==> config.mk <==
export PLATFORM = sky130hd
export DESIGN_NAME = uart_word_display
export DESIGN_NICKNAME = d
export VERILOG_FILES = /design/src/rtl/uart_word_display_pkg.sv /design/src/rtl/uart_word_display_hex_to_seg7.sv /design/src/rtl/uart_word_display.sv
export SDC_FILE = /design/constraint.sdc
export NUM_CORES = 1
export LEC_CHECK = 0
export CAP_MARGIN = 20
export CELL_PAD_IN_SITES_DETAIL_PLACEMENT = 2
export CELL_PAD_IN_SITES_GLOBAL_PLACEMENT = 2
export CORE_MARGIN = 2
export CORE_UTILIZATION = 37
export DETAILED_ROUTE_END_ITERATION = 6
export PLACE_DENSITY_LB_ADDON = 0.15
export SLEW_MARGIN = 15
export SYNTH_ARGS = -nofsm -noshare
export SYNTH_HDL_FRONTEND = slang
export SYNTH_SLANG_ARGS = --single-unit
==> constraint.sdc <==
create_clock -name clk -period 4.6 [get_ports clk]
set_input_delay 0.92 -clock clk [delete_from_list [all_inputs] [get_ports clk]]
set_output_delay 0.92 -clock clk [all_outputs]
set_load 0.01 [all_outputs]
==> src/rtl/uart_word_display_pkg.sv <==
// Shared types and constants for the UART word display: display modes and
// active-low seven-segment codes (segment order a..g, seg[6]=a).
package uart_word_display_pkg;

    typedef enum logic [1:0] {
        MODE_EMPTY = 2'd0,
        MODE_SHOW  = 2'd1,
        MODE_ERROR = 2'd2
    } mode_e;

    localparam logic [6:0] SEG_BLANK = 7'b1111111;
    localparam logic [6:0] SEG_DASH  = 7'b1111110;
    localparam logic [6:0] SEG_E     = 7'b0110000;

    localparam logic [6:0] HEX_SEG [16] = '{
        7'b0000001, 7'b1001111, 7'b0010010, 7'b0000110,
        7'b1001100, 7'b0100100, 7'b0100000, 7'b0001111,
        7'b0000000, 7'b0000100, 7'b0001000, 7'b1100000,
        7'b0110001, 7'b1000010, 7'b0110000, 7'b0111000
    };

endpackage

==> src/rtl/uart_word_display_hex_to_seg7.sv <==
// Combinational hex nibble to active-low seven-segment decoder.
module hex_to_seg7
    import uart_word_display_pkg::*;
(
    input  logic [3:0] nibble,
    output logic [6:0] seg
);

    always_comb begin
        seg = HEX_SEG[nibble];
    end

endmodule

==> src/rtl/uart_word_display.sv <==
// Assembles received bytes MSB-first into a word and shows it on a scanned,
// active-low seven-segment display with error mode and partial-word timeout.
module uart_word_display
    import uart_word_display_pkg::*;
#(
    parameter int NUM_DIGITS     = 4,
    parameter int REFRESH_DIV    = 50000,
    parameter int TIMEOUT_CYCLES = 500000
) (
    input  logic                      clk,
    input  logic                      reset,
    input  logic [7:0]                Rx_DATA,
    input  logic                      Rx_VALID,
    input  logic                      Rx_FERROR,
    input  logic                      Rx_PERROR,
    output logic [4*NUM_DIGITS-1:0]   word_out,
    output logic                      word_valid,
    output logic                      err_flag,
    output logic [NUM_DIGITS-1:0]     an,
    output logic [6:0]                seg
);

    localparam int W     = 4 * NUM_DIGITS;
    localparam int BYTES = NUM_DIGITS / 2;
    localparam int CNT_W = (BYTES > 1) ? $clog2(BYTES) : 1;
    localparam int TO_W  = (TIMEOUT_CYCLES > 1) ? $clog2(TIMEOUT_CYCLES) : 1;
    localparam int REF_W = (REFRESH_DIV > 1) ? $clog2(REFRESH_DIV) : 1;
    localparam int IDX_W = $clog2(NUM_DIGITS);

    logic [W-1:0]            shadow_q, shadow_d;
    logic [CNT_W-1:0]        byte_cnt_q, byte_cnt_d;
    logic [TO_W-1:0]         timeout_q, timeout_d;
    logic [W-1:0]            word_q, word_d;
    logic                    word_valid_q, word_valid_d;
    mode_e                   mode_q, mode_d;
    logic [REF_W-1:0]        refresh_q, refresh_d;
    logic [IDX_W-1:0]        idx_q, idx_d;
    logic [NUM_DIGITS-1:0]   an_q, an_d;
    logic [6:0]              seg_q, seg_d;

    logic                    err_ev, good_ev;
    logic [W+7:0]            shifted;
    logic [W-1:0]            assembled;
    logic [3:0]              nibble;
    logic [6:0]              hex_seg;

    hex_to_seg7 u_hex (
        .nibble (nibble),
        .seg    (hex_seg)
    );

    // Byte assembly, error handling and partial-word timeout
    always_comb begin
        err_ev       = Rx_FERROR || Rx_PERROR;
        good_ev      = Rx_VALID && !err_ev;
        shifted      = {shadow_q, Rx_DATA};
        assembled    = shifted[W-1:0];
        shadow_d     = shadow_q;
        byte_cnt_d   = byte_cnt_q;
        timeout_d    = timeout_q;
        word_d       = word_q;
        word_valid_d = 1'b0;
        mode_d       = mode_q;
        if (err_ev) begin
            byte_cnt_d = '0;
            timeout_d  = '0;
            mode_d     = MODE_ERROR;
        end else if (good_ev) begin
            timeout_d = '0;
            shadow_d  = assembled;
            if (byte_cnt_q == CNT_W'(BYTES - 1)) begin
                word_d       = assembled;
                word_valid_d = 1'b1;
                byte_cnt_d   = '0;
                mode_d       = MODE_SHOW;
            end else begin
                byte_cnt_d = byte_cnt_q + 1'b1;
            end
        end else if (byte_cnt_q != '0) begin
            if (timeout_q == TO_W'(TIMEOUT_CYCLES - 1)) begin
                byte_cnt_d = '0;
                timeout_d  = '0;
            end else begin
                timeout_d = timeout_q + 1'b1;
            end
        end
    end

    // Scan: an/seg are computed for the next slot position so both registers
    // always describe the same digit and count-0 blanking lines up exactly.
    always_comb begin
        refresh_d = refresh_q + 1'b1;
        idx_d     = idx_q;
        if (refresh_q == REF_W'(REFRESH_DIV - 1)) begin
            refresh_d = '0;
            idx_d     = (idx_q == IDX_W'(NUM_DIGITS - 1)) ? '0 : idx_q + 1'b1;
        end
        an_d = (refresh_d == '0) ? '1 : ~(NUM_DIGITS'(1) << idx_d);
        nibble = '0;
        for (int unsigned i = 0; i < NUM_DIGITS; i++) begin
            if (idx_d == IDX_W'(i)) nibble = word_q[4*i +: 4];
        end
        case (mode_q)
            MODE_SHOW:  seg_d = hex_seg;
            MODE_ERROR: seg_d = (idx_d == IDX_W'(NUM_DIGITS - 1)) ? SEG_E : SEG_DASH;
            default:    seg_d = SEG_BLANK;
        endcase
    end

    always_ff @(posedge clk) begin
        if (reset) begin
            shadow_q     <= '0;
            byte_cnt_q   <= '0;
            timeout_q    <= '0;
            word_q       <= '0;
            word_valid_q <= 1'b0;
            mode_q       <= MODE_EMPTY;
            refresh_q    <= '0;
            idx_q        <= '0;
            an_q         <= '1;
            seg_q        <= SEG_BLANK;
        end else begin
            shadow_q     <= shadow_d;
            byte_cnt_q   <= byte_cnt_d;
            timeout_q    <= timeout_d;
            word_q       <= word_d;
            word_valid_q <= word_valid_d;
            mode_q       <= mode_d;
            refresh_q    <= refresh_d;
            idx_q        <= idx_d;
            an_q         <= an_d;
            seg_q        <= seg_d;
        end
    end

    assign word_out   = word_q;
    assign word_valid = word_valid_q;
    assign err_flag   = (mode_q == MODE_ERROR);
    assign an         = an_q;
    assign seg        = seg_q;

endmodule

==> results of run 1 <==
## layer usage
layer | share of wire, % | global-route usage (%)
met5 | 0 | 0
met4 | 1.6 | 6.36
met3 | 1.9 | 3.97
met2 | 52 | 38.0
met1 | 44 | 26.1
## sequential cells by signal, summed over array words and instances, names as in the netlist, 2 cells and up
register   cells
refresh_q     16
timeout_q     19
idx_q          2
seg            7
mode_q         2
an             4
word_out      16
shadow_q       8
## final timing paths
kind	end	slack (ns)	cells after the start
worst max register to register	seg[0]$_SDFF_PP1_	1.08	9
worst min-delay path	shadow_q[4]$_SDFFE_PP0P_	0.46	2
worst max-delay path	seg[0]$_SDFF_PP1_	1.08	9
worst min register to register	shadow_q[4]$_SDFFE_PP0P_	0.46	2
## cell type report
| type | count | area [sq um] | area share (%) |
|---|---|---|---|
| clock buffer | 9 | 124 | 2.87 |
| clock inverter | 7 | 100 | 2.32 |
| inverter | 10 | 37.5 | 0.871 |
| multi-input combinational | 288 | 1930 | 44.7 |
| sequential | 76 | 1520 | 35.3 |
| tap | 129 | 161 | 3.74 |
| timing repair buffer | 45 | 440 | 10.2 |
## critical path, delay by kind of cell, from the launching register on
kind            cells  cell delay [ns]
buf+inv             1             0.14
mux                 2             0.53
simple gates        2             1.09
fa+ha+maj           1             0.24
compound gates      3             1.03
flops               1             0.37
## logic make-up (layout without fill, tap and decap cells)
| family | after synthesis | count (layout) |
|---|---|---|
| xor gates and xnor gates | 31 | 31 |
| and+or+nand+nor | 161 | 161 |
| buffers and inverters | 26 | 71 |
| muxes | 10 | 10 |
| AOI/OAI and AO/OA | 74 | 74 |
| DFF | 76 | 76 |
| adders and majority gates | 12 | 12 |
## stage by stage
step	hold WS [ns]	utilization [%]	power, uW	cells	instance area [sq um]
after floorplan	0.436	-	719	390	3550
after global placement	0.443	44.0	753	548	4090
after detailed placement	0.453	44.0	755	548	4090
after CTS	0.467	46.4	1330	564	4310
after global routing	0.496	46.4	1370	564	4310
final	0.463	46.4	1310	564	4310
## placed cells by master (no fill, tap or decap), types with 4 or more instances in the layout
cell type / netlist / routed
a21oi_1: 19 / 19
a22o_1: 16 / 16
and3_1: 4 / 4
buf_4: 0 / 4
clkbuf_8: 0 / 9
clkdlybuf4s50_1: 0 / 41
dfxtp_1: 76 / 76
ha_1: 12 / 12
inv_1: 10 / 10
mux2i_1: 9 / 9
nand2_1: 40 / 40
nand3_1: 22 / 22
nand4_1: 8 / 8
nor2_1: 50 / 50
nor3_1: 7 / 7
o21ai_0: 6 / 6
o21ai_1: 5 / 5
o41a_1: 4 / 4
or3_1: 6 / 6
xnor2_1: 14 / 14
xor2_1: 17 / 17
## where the power goes
| group | total (uW) | internal, uW | switching, uW |
|---|---|---|---|
| combinational | 65.0 | 30.5 | 34.4 |
| sequential | 674 | 667 | 6.77 |
| clock | 573 | 308 | 265 |
==> results.sh, run 1 <==
export IMPL_period_minus_slack_ns=3.52
export IMPL_core_area_sq_um=9280
export IMPL_drtPass1Iterations=4
export IMPL_fin_setup_tns_ns=0
export IMPL_wire_per_inst_um=17.9
export IMPL_design_portCount=42
export IMPL_finalSetupViolCount=0
export IMPL_final_nets=455
export IMPL_drive_above_1_share_pct=7.59
export IMPL_pre_cts_ws_ns=1.10
export IMPL_synth_cells=390
export IMPL_power_density_nw_per_um2=304
export IMPL_required_ns=4.85
export IMPL_start_util_pct=38.3
export IMPL_cts_tree="yes"
export IMPL_synthArstFlopShare_pct=0
export IMPL_numPortBuffers=41
export IMPL_remaining_drc_errors=0
export IMPL_synth_compound_area_share_pct=16.6
export IMPL_drv_slew=0
export IMPL_syn2layout_area_growth_pct=21.3
export IMPL_hold_violations=0
export IMPL_insertedDiodeCount=0
export IMPL_track_usage_pct=21.3
export IMPL_grt_pass1_vias=3399
export IMPL_grt_pass1_wl_mm=17.3
export IMPL_synth_enable_flop_cells=0
export IMPL_fin_ws_ns=1.08
export IMPL_clk_pin_slew_ns=0.09
export IMPL_hp_start="shadow_q[4]$_SDFFE_PP0P_"
export IMPL_synth_ff_type="dfxtp_1"
export IMPL_end_kind="flip-flop"
export IMPL_synth_fp_nets=415
export IMPL_synth_top_cell_area_share_pct=42.8
export IMPL_maxSlewHeadroom_pct=57.6
export IMPL_critPathMaxStageDelay_ns=0.74
export IMPL_synth_most_common_cell="dfxtp_1"
export IMPL_synthMuxAreaShare_pct=3.17
export IMPL_ys_types=60
export IMPL_peakVddDrop_mv=0.219
export IMPL_clock_root_buffer="clkbuf_8"
export IMPL_avgSynthCellArea_sq_um=9.11
export IMPL_clockBufferDepth=2
export IMPL_reg2reg_from="refresh_q[11]$_SDFF_PP0_"
export IMPL_path_cells="or4b_1 -> o41a_1 -> a21oi_2 -> mux2i_4 -> inv_1 -> ha_1 -> mux2i_1 -> o32ai_1 -> or3_1"
export IMPL_yosysWarnings=0
export IMPL_ctsHoldBuffers=0
export IMPL_synth_top_cells_by_count="dfxtp_1, nor2_1, nand2_1, nand3_1, a21oi_1"
export IMPL_die_w_um=102
export IMPL_p_leak_uw=0.00145
export IMPL_status="finished, final reports clean"
export IMPL_ys_seq_elements=76
export IMPL_synthXorXnorAreaFrac_pct=7.64
export IMPL_grt_max_degree=18
export IMPL_fin_crit_sh_pct=76.4
export IMPL_rsz0062_at_grt="false"
export IMPL_grt_overflow=0
export IMPL_cts_setup_buffers=0
export IMPL_antenna_found_initial=0
export IMPL_routed_wl_mm=10.1
export IMPL_synth_top_family_by_area="simple AND/OR/NAND/NOR gates"
export IMPL_fillers=1053
export IMPL_netlist_area_sq_um=3550
export IMPL_cts_resized=0
export IMPL_synth_adder_area_share_pct=4.23
export IMPL_vias_per_cell=5.43
export IMPL_clock_sinks=76
export IMPL_clk_latency_ns=0.36
export IMPL_critical_path_slowest_cell="or4b_1"
export IMPL_dp_hpwl_mm=7.33
export IMPL_synth_area_leaders="dfxtp_1, nor2_1, ha_1"
export IMPL_die_h_um=102
export IMPL_htree_num_levels=3
export IMPL_dr_first_iter_drc_count=50
export IMPL_place_gp_congestion=0.815
export IMPL_setup_worst_path_start="refresh_q[11]$_SDFF_PP0_"
export IMPL_vias=3065
export IMPL_arrival_ns=3.76
export IMPL_rows=35
export IMPL_design_die_area_sq_um=10400
export IMPL_yosys_area_share_simple_pct=22.6
export IMPL_ant_nets=0
export IMPL_worstPathMaxFanout=8
export IMPL_crit_type="reg2reg"
export IMPL_worst_slew_pin_slew_ns=0.636
export IMPL_cap_violations=0
export IMPL_seq_area_frac_synth_pct=42.8
export IMPL_cts_buffers=9
export IMPL_startpoint_type="flip-flop"
export IMPL_holdCritPathClass="reg2reg"
export IMPL_clock_fmax_mhz=284
export IMPL_skew_ns=0.0138
export IMPL_yosys_area_top_type="dfxtp_1"
No activity file was read; power rests on OpenSTA's default activity.
==> inputs of run 2 (changes only) <==
--- a/config.mk
+++ b/config.mk
@@ -9,7 +9,7 @@
 export CELL_PAD_IN_SITES_DETAIL_PLACEMENT = 2
 export CELL_PAD_IN_SITES_GLOBAL_PLACEMENT = 2
 export CORE_MARGIN = 2
-export CORE_UTILIZATION = 37
+export CORE_UTILIZATION = 31
 export DETAILED_ROUTE_END_ITERATION = 6
 export PLACE_DENSITY_LB_ADDON = 0.15
 export SLEW_MARGIN = 15
==> constraint.sdc (replaced) <==
create_clock -name clk -period 3.2 [get_ports clk]
set_input_delay 0.64 -clock clk [delete_from_list [all_inputs] [get_ports clk]]
set_output_delay 0.64 -clock clk [all_outputs]
set_load 0.01 [all_outputs]
==> results.sh, run 2 (synthesis results as in run 1) <==
export IMPL_status="finished, final reports clean"
export IMPL_dp_cells=585
export IMPL_cts_buffers=9
export IMPL_design_die_area_sq_um=12300
export IMPL_top_layer="met4"
export IMPL_maxSlewHeadroom_pct=47.2
export IMPL_final_core_util_pct=41.0
export IMPL_vias=3147
export IMPL_period_minus_slack_ns=3.04
export IMPL_track_usage_pct=18.7
export IMPL_drive_above_1_share_pct=13.9
export IMPL_worst_slew_pin_slew_ns=0.791
export IMPL_dr_first_iter_drc_count=91
export IMPL_fin_setup_tns_ns=0
export IMPL_drt_met1_wl_mm=4.76
export IMPL_final_cells=605
export IMPL_regMostFlops="timeout_q"
export IMPL_wire_per_inst_um=18.1
export IMPL_start_util_pct=31.4
export IMPL_clock_fmax_mhz=329
export IMPL_required_ns=3.43
export IMPL_cts_tree="yes"
export IMPL_finalSetupViolCount=0
export IMPL_place_gp_congestion=0.787
export IMPL_core_area_sq_um=11300
export IMPL_rsz0062_at_grt="true"
export IMPL_die_h_um=111
export IMPL_remaining_drc_errors=0
export IMPL_largest_reg_flops=19
export IMPL_routed_wl_mm=10.9
export IMPL_clk_latency_ns=0.35
export IMPL_vias_per_cell=5.20
export IMPL_final_nets=482
export IMPL_grt_pass1_wl_mm=18.0
export IMPL_skew_ns=0.00552
export IMPL_clock_root_buffer="clkbuf_16"
export IMPL_fin_crit_sh_pct=94.9
export IMPL_grt_pass1_vias=3416
export IMPL_cap_violations=0
export IMPL_drtPass1Iterations=4
export IMPL_design_portCount=42
export IMPL_r2r_cells=11
export IMPL_arrival_ns=3.27
export IMPL_ant_nets=0
export IMPL_grt_max_degree=18
export IMPL_drv_slew=0
export IMPL_end_kind="flip-flop"
export IMPL_htree_num_levels=3
export IMPL_hold_depth=2
export IMPL_met3_length_um=345
export IMPL_final_common_cell="dfxtp_1"
export IMPL_startpoint_type="flip-flop"
export IMPL_insertedDiodeCount=0
export IMPL_numPortBuffers=41
export IMPL_rows=39
export IMPL_crit_type="reg2reg"
export IMPL_grt_overflow=0
export IMPL_syn2layout_area_growth_pct=30.8
export IMPL_worstPathMaxFanout=5
export IMPL_hold_violations=0
export IMPL_p_leak_uw=0.00165
export IMPL_power_density_nw_per_um2=470
export IMPL_die_w_um=111
export IMPL_routed_wl_met2_mm=5.64
export IMPL_dp_hpwl_mm=8.06
export IMPL_mostFrequentLayoutCells="dfxtp_1, nor2_1, clkdlybuf4s50_1"
export IMPL_clock_sinks=76
export IMPL_clk_pin_slew_ns=0.06
export IMPL_clockBufferDepth=2
export IMPL_peakVddDrop_mv=0.382
export IMPL_holdCritPathClass="reg2reg"
export IMPL_antenna_found_initial=0
run 2: cell count changes in the layout (fill, tap and decap cells not counted), moves of 2 or more:
cell        change
clkinv_2        +2
clkinvlp_4      -3
clkbuf_16       +9
clkbuf_8        -8
buf_4          +27
run 2: metrics by stage:
step                      setup WS, ns  hold slack, ns  instance area [sq um]  total power, uW
final                            0.162           0.455                   4650             2180
after floorplan                  0.118           0.436                   3550             1030
after detailed placement      -0.00482           0.450                   4280             1090
after CTS                       0.0292           0.458                   4610             2220
after global placement           0.130           0.441                   4280             1080
after global routing           -0.0360           0.493                   4650             2270
run 2: critical path: stages, from the launching register on:
cell	delay (ns)
dfxtp_1	0.32
or4b_4	0.57
buf_4	0.19
o41ai_4	0.34
nand2_2	0.17
mux2i_1	0.18
mux2i_4	0.23
inv_1	0.13
ha_1	0.24
mux2i_1	0.13
o32ai_1	0.08
or3_1	0.33
run 2: timing repair:
item,CTS,global route
setup buffers,1,3
gates resized for setup,0,4
setup endpoints to repair,1,7
endpoints found under the hold margin,0,0
pin swaps,0,1
hold buffers,0,0
run 2: worst paths after layout:
kind              slack, ns                startpoint                  endpoint
setup / recovery       0.16  refresh_q[11]$_SDFF_PP0_         seg[0]$_SDFF_PP1_
hold / removal         0.45  shadow_q[1]$_SDFFE_PP0P_  shadow_q[1]$_SDFFE_PP0P_
setup reg to reg       0.16  refresh_q[11]$_SDFF_PP0_         seg[0]$_SDFF_PP1_
hold reg to reg        0.45  shadow_q[1]$_SDFFE_PP0P_  shadow_q[1]$_SDFFE_PP0P_
run 2: area by class of cell:
cell class              count  area (sq um)
well taps                 143           179
clock buffers              10           239
clock inverters             6          87.6
multi-input cells         288          1940
fillers                  1238          6670
repair buffers             72           643
flip-flops and latches     76          1520
inverters                  10          37.5
run 2: power by group:
group	switching [uW]	internal (uW)	leakage, uW
clock	415	704	0.000162
sequential	10.0	961	0.000616
combinational	50.2	45.4	0.000874
total	475	1710	0.00165
run 2: routing by layer:
| layer | GRT usage, % | vias to the layer above |
|---|---|---|
| met5 | 0 | - |
| met4 | 6.17 | 0 |
| met3 | 5.63 | 14 |
| met2 | 33.6 | 43 |
| met1 | 21.1 | 1560 |
| li1 | - | 1530 |
==> inputs of run 3 (changes only) <==
==> constraint.sdc (replaced) <==
create_clock -name clk -period 2.7 [get_ports clk]
set_input_delay 0.54 -clock clk [delete_from_list [all_inputs] [get_ports clk]]
set_output_delay 0.54 -clock clk [all_outputs]
set_load 0.01 [all_outputs]
==> results.sh, run 3 (synthesis results as in run 1) <==
export IMPL_status="complete, but fails checks"
export IMPL_violations="negative setup slack"
export IMPL_p_sw_uw=595
export IMPL_clockBufferDepth=2
export IMPL_rsz0062_at_grt="true"
export IMPL_numPortBuffers=41
export IMPL_holdCritPathClass="reg2reg"
export IMPL_insertedDiodeCount=0
export IMPL_power_density_nw_per_um2=489
export IMPL_die_h_um=111
export IMPL_place_gp_congestion=0.846
export IMPL_grt_overflow=0
export IMPL_grt_pass1_vias=3641
export IMPL_r2r_cells=7
export IMPL_cts_tree="yes"
export IMPL_drv_slew=0
export IMPL_period_minus_slack_ns=3.01
export IMPL_clk_latency_ns=0.35
export IMPL_crit_type="reg2reg"
export IMPL_drive_above_1_share_pct=22.9
export IMPL_hold_path_end="shadow_q[4]$_SDFFE_PP0P_"
export IMPL_clockPowerShare_pct=47.5
export IMPL_switching_share_pct=24.5
export IMPL_pre_cts_ws_ns=-0.323
export IMPL_vias=3274
export IMPL_hold_violations=0
export IMPL_maxSlewHeadroom_pct=58.2
export IMPL_dr_first_iter_drc_count=114
export IMPL_peakVddDrop_mv=0.384
export IMPL_required_ns=2.97
export IMPL_cts_buffers=9
export IMPL_p_leak_uw=0.00180
export IMPL_reg2reg_from="refresh_q[13]$_SDFF_PP0_"
export IMPL_cap_violations=0
export IMPL_worstPathMaxFanout=8
export IMPL_mostFrequentLayoutCells="dfxtp_1, buf_4, nor2_1"
export IMPL_grt_pass1_wl_mm=19.0
export IMPL_remaining_drc_errors=0
export IMPL_power_internal_uw=1830
export IMPL_hold_depth=2
export IMPL_skew_ns=0.0114
export IMPL_worst_slew_pin_slew_ns=0.627
export IMPL_final_common_cell="dfxtp_1"
export IMPL_final_core_util_pct=43.8
export IMPL_clock_root_buffer="clkbuf_16"
export IMPL_startpoint_type="flip-flop"
export IMPL_routed_wl_mm=11.7
export IMPL_total_power_uw=2420
export IMPL_timing_rr_end="seg[5]$_SDFF_PP1_"
export IMPL_wire_per_inst_um=18.2
export IMPL_combPwrFrac_pct=5.2
export IMPL_final_nets=517
export IMPL_clock_fmax_mhz=332
export IMPL_start_util_pct=31.4
export IMPL_largest_reg_flops=19
export IMPL_dp_hpwl_mm=8.40
export IMPL_end_kind="flip-flop"
export IMPL_fin_ws_ns=-0.313
export IMPL_rows=39
export IMPL_track_usage_pct=19.5
export IMPL_design_die_area_sq_um=12300
export IMPL_syn2layout_area_growth_pct=39.6
export IMPL_arrival_ns=3.28
export IMPL_core_area_sq_um=11300
export IMPL_drtPass1Iterations=4
export IMPL_power_share_sequential_pct=47.3
export IMPL_hp_start="shadow_q[4]$_SDFFE_PP0P_"
export IMPL_fin_setup_tns_ns=-1.60
export IMPL_r2r_setup_slack_ns=-0.31
export IMPL_vias_per_cell=5.12
export IMPL_clk_pin_slew_ns=0.06
export IMPL_grt_max_degree=21
export IMPL_die_w_um=111
export IMPL_setup_worst_path_start="refresh_q[13]$_SDFF_PP0_"
export IMPL_design_portCount=42
export IMPL_antenna_found_initial=0
export IMPL_regMostFlops="timeout_q"
export IMPL_fin_crit_sh_pct=112
export IMPL_clock_sinks=76
export IMPL_htree_num_levels=3
export IMPL_ant_nets=0
export IMPL_finalSetupViolCount=7
export IMPL_ctsHoldBuffers=0
[run 3: changes by cell type in the layout (fill, tap and decap cells not counted), moves of 3 or more]
cell        delta
inv_2          +3
ha_2           +5
clkinvlp_4     +3
ha_1           -6
inv_1          -3
buf_4         +34
[run 3: repair_timing]
item                       in CTS  in global routing
pin swaps                       3                 10
setup buffers                   4                  5
setup endpoints to repair       7                  7
resized for setup               8                 10
[run 3: how the worst max path moves through the flow]
stage                        end  depth (start not counted)
2_1_floorplan  seg[5]$_SDFF_PP1_                          9
3_3_place_gp   seg[5]$_SDFF_PP1_                          9
3_5_place_dp   seg[0]$_SDFF_PP1_                         10
4_1_cts        seg[5]$_SDFF_PP1_                          9
5_1_grt        seg[5]$_SDFF_PP1_                          7
6_report       seg[5]$_SDFF_PP1_                          7
[run 3: through the flow]
step	cell area, sq um	hold WS [ns]	std cells
detailed placement	4540	0.455	616
global placement	4540	0.446	616
global route	4960	0.497	640
floorplan	3590	0.436	390
CTS	4900	0.464	636
finish	4960	0.461	640
[run 3: critical path: stages (launching register included)]
cell	delay [ns]
dfxtp_1	0.31
or4b_4	0.61
o41a_1	0.49
a21oi_4	0.25
mux2i_4	0.34
ha_1	0.28
or4_1	0.53
o211ai_1	0.11
[run 3: final cells by class]
| type | count | area [sq um] |
|---|---|---|
| tap | 143 | 179 |
| fill | 1284 | 6360 |
| inverter | 10 | 37.5 |
| timing repair buffer | 107 | 910 |
| sequential | 76 | 1520 |
| clock inverter | 6 | 48.8 |
| clock buffer | 10 | 229 |
| multi-input combinational | 288 | 2030 |
[run 3: power groups by stage]
stage                     Combinational (uW)  Clock, uW  Sequential [uW]
after floorplan                         50.2          0             1170
after global placement                   121          0             1170
after detailed placement                 124          0             1170
after CTS                                126       1190             1150
after global routing                     139       1230             1150
final                                    126       1150             1150
[run 3: metal layers]
layer	vias to the layer above	track usage, %	routed length (um)	part of all wire (%)
li1	1597	-	-	-
met1	1618	22.8	5110	44
met2	41	34.9	6020	52
met3	18	5.14	305	2.6
met4	0	6.26	208	1.8
met5	-	0	0	0
